$ cat src/rtl/mem_access_ctrl.sv
// MEM-stage load/store initiator: turns byte-addressed requests into word-indexed memory
// accesses, extends sub-word loads and performs SB/SH as read-modify-write.
module mem_access_ctrl #(
  parameter int DEPTH = 42,
  parameter int AW    = 32
) (
  input  logic          clk,
  input  logic          reset,
  input  logic          req,
  input  logic          req_store,
  input  logic [1:0]    req_size,
  input  logic          req_uns,
  input  logic [AW-1:0] req_addr,
  input  logic [31:0]   req_wdata,
  output logic          ready,
  output logic          done,
  output logic          err,
  output logic [31:0]   rdata,
  output logic          mem_we,
  output logic          mem_read,
  output logic [31:0]   mem_addr,
  output logic [31:0]   mem_wd,
  input  logic [31:0]   mem_rd
);

  typedef enum logic [2:0] {
    S_IDLE  = 3'd0,
    S_READ  = 3'd1,
    S_LRESP = 3'd2,
    S_MERGE = 3'd3,
    S_WRITE = 3'd4,
    S_ERR   = 3'd5
  } state_t;

  localparam logic [AW-3:0] LP_DEPTH = (AW-2)'(DEPTH);

  state_t        r_state;
  state_t        w_next;
  logic [AW-1:0] r_addr;
  logic [1:0]    r_size;
  logic          r_store;
  logic          r_uns;
  logic [31:0]   r_wdata;
  logic          w_accept;
  logic          w_bad;

  // Selects the addressed byte/half of a memory word and sign- or zero-extends it.
  function automatic logic [31:0] f_load_ext(input logic [31:0] word, input logic [1:0] size,
                                             input logic [1:0] off, input logic uns);
    logic [31:0] v_sh;
    logic [15:0] v_h;
    v_sh = word >> {off, 3'b000};
    v_h  = off[1] ? word[31:16] : word[15:0];
    case (size)
      2'b00:   f_load_ext = uns ? {24'h000000, v_sh[7:0]} : {{24{v_sh[7]}}, v_sh[7:0]};
      2'b01:   f_load_ext = uns ? {16'h0000, v_h} : {{16{v_h[15]}}, v_h};
      default: f_load_ext = word;
    endcase
  endfunction

  // Replaces the addressed byte/half of the old word with the low bits of the store data.
  function automatic logic [31:0] f_merge(input logic [31:0] word, input logic [31:0] wd,
                                          input logic [1:0] size, input logic [1:0] off);
    logic [31:0] v_m;
    logic [31:0] v_d;
    case (size)
      2'b00: begin
        v_m = 32'h000000FF << {off, 3'b000};
        v_d = {24'h000000, wd[7:0]} << {off, 3'b000};
      end
      2'b01: begin
        v_m = 32'h0000FFFF << {off[1], 4'b0000};
        v_d = {16'h0000, wd[15:0]} << {off[1], 4'b0000};
      end
      default: begin
        v_m = 32'hFFFFFFFF;
        v_d = wd;
      end
    endcase
    f_merge = (word & ~v_m) | (v_d & v_m);
  endfunction

  assign w_accept = (r_state == S_IDLE) && req;
  assign w_bad    = (req_size == 2'b11) ||
                    ((req_size == 2'b01) && req_addr[0]) ||
                    ((req_size == 2'b10) && (req_addr[1:0] != 2'b00)) ||
                    (req_addr[AW-1:2] >= LP_DEPTH);

  // State register.
  always_ff @(posedge clk or posedge reset) begin
    if (reset) r_state <= S_IDLE;
    else       r_state <= w_next;
  end

  // Request latch, captured only on accept.
  always_ff @(posedge clk or posedge reset) begin
    if (reset) begin
      r_addr  <= '0;
      r_size  <= 2'b00;
      r_store <= 1'b0;
      r_uns   <= 1'b0;
      r_wdata <= 32'h00000000;
    end else if (w_accept) begin
      r_addr  <= req_addr;
      r_size  <= req_size;
      r_store <= req_store;
      r_uns   <= req_uns;
      r_wdata <= req_wdata;
    end else begin
      r_addr  <= r_addr;
      r_size  <= r_size;
      r_store <= r_store;
      r_uns   <= r_uns;
      r_wdata <= r_wdata;
    end
  end

  // Next-state logic.
  always_comb begin
    w_next = S_IDLE;
    case (r_state)
      S_IDLE: begin
        if (!req)                                  w_next = S_IDLE;
        else if (w_bad)                            w_next = S_ERR;
        else if (req_store && req_size == 2'b10)   w_next = S_WRITE;
        else                                       w_next = S_READ;
      end
      S_READ:  w_next = r_store ? S_MERGE : S_LRESP;
      default: w_next = S_IDLE;
    endcase
  end

  // Outputs decoded from registered state and latched request only.
  always_comb begin
    ready    = 1'b0;
    done     = 1'b0;
    err      = 1'b0;
    rdata    = 32'h00000000;
    mem_we   = 1'b0;
    mem_read = 1'b0;
    mem_addr = 32'h00000000;
    mem_wd   = 32'h00000000;
    case (r_state)
      S_IDLE:  ready = 1'b1;
      S_READ: begin
        mem_read = 1'b1;
        mem_addr = 32'(r_addr[AW-1:2]);
      end
      S_LRESP: begin
        done  = 1'b1;
        rdata = f_load_ext(mem_rd, r_size, r_addr[1:0], r_uns);
      end
      S_MERGE: begin
        mem_we   = 1'b1;
        mem_addr = 32'(r_addr[AW-1:2]);
        mem_wd   = f_merge(mem_rd, r_wdata, r_size, r_addr[1:0]);
        done     = 1'b1;
      end
      S_WRITE: begin
        mem_we   = 1'b1;
        mem_addr = 32'(r_addr[AW-1:2]);
        mem_wd   = r_wdata;
        done     = 1'b1;
      end
      S_ERR: begin
        done = 1'b1;
        err  = 1'b1;
      end
      default: ready = 1'b0;
    endcase
  end

endmodule

$ cat config.mk
export PLATFORM = sky130hd
export DESIGN_NAME = mem_access_ctrl
export DESIGN_NICKNAME = d
export VERILOG_FILES = /design/src/rtl/mem_access_ctrl.sv
export SDC_FILE = /design/constraint.sdc
export NUM_CORES = 1
export LEC_CHECK = 0
export ABC_CLOCK_PERIOD_IN_PS = 3000
export CORE_MARGIN = 10
export CORE_UTILIZATION = 44
export DETAILED_ROUTE_END_ITERATION = 10
export GPL_ROUTABILITY_DRIVEN = 1
export GPL_TIMING_DRIVEN = 0
export PLACE_DENSITY = 0.82
export SYNTH_ARGS = -nofsm -noshare
export SYNTH_HDL_FRONTEND = slang
export SYNTH_SLANG_ARGS = --single-unit
$ cat constraint.sdc
create_clock -name clk -period 3 [get_ports clk]
set_input_delay 0.75 -clock clk [delete_from_list [all_inputs] [get_ports clk]]
set_output_delay 0.75 -clock clk [all_outputs]
set_load 0.005 [all_outputs]
==> summary.txt <==
RePlAce Congestion -> 0.9306
maximum vdd drop -> 0.5892 mV
# nets final -> 792
Synth Area in Adders -> 0.002526
# diodes -> 0
Vias -> 4,756
worst setup path start -> mem_rd[21]
crit path DAT -> 2.21 ns
later-pin clock latency in the skew report -> 0.33 ns
Inserted Clock Buffers -> 9
Area Overhead vs Synth -> 56.98%
final wirelength -> 18,970 um
commonest non-fill, non-tap cell in the layout -> clkdlybuf4s50_1
Iteration-0 DRC Markers -> 418
DIE WIDTH -> 126.1 um
wire per inst -> 22.80 um
largest family of logic cells by synthesized area -> multiplexers
clk slew on worst S/H paths -> 0.06 ns
Setup crit start kind -> input port
number of remaining DRC errors -> 0
CTS sink count -> 71
vias in the first global route -> 4,909
first-pass GRT wire length -> 29,020 um
hold buffer count at cts -> 0
Req. time, crit path -> 2.25 ns
core footprint -> 10,940 sq um
#FFs+latches synth -> 71
Synth Area in XOR/XNOR -> 0
Final setup violation count -> 0
GRT overflow -> 0
fin. max-slew vios -> 0
io pins -> 204
outcome -> finished clean
static leakage power -> 3.671 nW
via/cell ratio -> 5.716
H-tree levels -> 3
crit path time final -> 2.962 ns
simple-gate area share of the yosys netlist -> 0.1872
Tot GR Track Use -> 0.2264
Crit Path Class -> in2out
total of max-cap violations -> 0
final hold slack -> 0.4994 ns
syn_area_per_cell -> 10.96 sq um
most frequent cells in the layout -> clkdlybuf4s50_1, dfrtp_1, mux2_4
Max clock buf depth -> 2
TritonCTS clock tree -> done
Seq/Total Area, Yosys -> 0.3587
share of the synthesized area in the top cell type -> 0.3587
initial antenna violation count -> 0
max_slew headroom -> 0.4062
RR Startpoint -> r_state[1]
Synth Instances -> 452
area fraction in compound gates after synthesis -> 0.1574
Post-synth EDFFs -> 0
Tightest Pin Transition -> 0.8907 ns
Tot Pwr -> 0.008092 W
Ys Warns -> 0
post-synthesis async set-or-reset flop share -> 1.000
Final Hold Fails -> 0
row count -> 38
first-pass iteration count of the detailed router -> 5
die outline height -> 126.1 um
Final HPWL DP -> 14,410 um
Synth cell types -> 57
root buffer cell -> clkbuf_16
fmax -> 0.3377 GHz
# port buffers -> 201
DRT antenna net count -> 0
die area -> 15,900 sq um
worst hold path class -> reg2reg
mux share of post-synthesis cell area -> 0.2182
starting density of the core -> 0.4530
Tcrit/Tclk final -> 0.9872
Clock Skews -> 0.006199 ns
share of cells above drive strength 1 -> 0.2905
power density cells -> 1041 nW/um^2
worst-path maximum fanout -> 3
worst hold start -> r_addr[31]
synth top area cells -> dfrtp_1, mux2_4, nor2b_1, a22oi_1, o2bb2ai_1
cell area after synthesis -> 4954 sq um
CP Capture Type -> output pin
leading area contributor after synthesis -> dfrtp_1
fin util -> 0.7111
Top FF cell, synth -> dfrtp_1
largest net degree at the start of global routing -> 72
## final timing paths
path	slack (ns)	endpoint	cells after the start
max	0.04	mem_wd[21]	5
min	0.50	r_addr[31]	1
max reg2reg	1.28	r_wdata[22]	6
min reg2reg	0.50	r_addr[31]	1
max in group asynchronous	1.40	r_addr[0]	2
min in group asynchronous	0.96	r_wdata[20]	2
## area by class of cell
type / instances / area (sq um)
Timing Repair Buffer: 223 / 2182
Tap cell: 140 / 175.2
Inverter: 8 / 32.53
Buffer: 37 / 380.4
Clock buffer: 11 / 232.7
Multi-Input combinational cell: 338 / 2945
Clock inverter: 4 / 47.55
Sequential cell: 71 / 1780
Fill cell: 824 / 3159
## metrics by stage
stage / cell area (sq um) / cells / TNS (ns) / setup slack [ns]
floorplan: 4957 / 453 / 0 / 0.4534
global placement: 7144 / 794 / -58.75 / -0.7124
detailed placement: 7147 / 794 / -9.075 / -0.4639
CTS: 7661 / 827 / -0.01049 / -0.01049
global route: 7776 / 832 / -0.04214 / -0.02373
finish: 7776 / 832 / 0 / 0.03835
## critical path, cell delays in order
cell,delay [ns]
clkdlybuf4s50_1,0.52
nor2b_4,0.18
mux2i_1,0.08
o2bb2ai_1,0.16
clkdlybuf4s50_1,0.52
## power by group
part | internal (W) | switching, W
clock network | 0.000636 | 0.000401
logic | 0.00291 | 0.00224
registers | 0.00146 | 0.000443
## cells by family after synthesis
group,count (synthesis)
buf+inv,45
fa+ha+maj,1
other cells,1
compound gates,103
simple gates,155
flops,71
mux,76
## routing by layer
layer	global-route usage	share of wire	up-vias
met2	0.3707	0.49	269
met4	0.07703	0.027	0
met1	0.2814	0.40	2318
li1	-	-	2133
met3	0.06124	0.089	36
met5	0	0	-
## flip-flops by register name (all words and copies together), names as in the netlist
signal / flops
r_addr: 32
r_size: 2
r_state: 3
r_store: 1
r_uns: 1
r_wdata: 32
## cell usage after synthesis, types with 2 or more instances
cell and number:
a211oi_1 3, a21o_1 2, a21oi_1 10, a22o_1 8, a22oi_1 23, a31oi_1 3
and2_4 3, and3_1 9, buf_12 7, buf_2 9, buf_4 6, buf_6 6
clkbuf_1 8, dfrtp_1 71, inv_1 7, mux2_2 3, mux2_4 63, mux2i_1 9
nand2_1 23, nand2b_1 2, nor2_1 35, nor2b_1 37, nor3_1 6, nor3_2 11
nor4_1 13, o21ai_0 11, o21ai_1 10, o21ai_2 2, o22ai_2 7, o2bb2ai_1 17
or3_1 2
## what timing repair did
item | in CTS | in global routing
pin swaps | 10 | 2
endpoints found under the setup margin | 94 | 61
setup buffers | 17 | 5
cloned | 1 | 0
gates resized for setup | 92 | 42
Note: power is estimated with default switching activity, not from simulation.
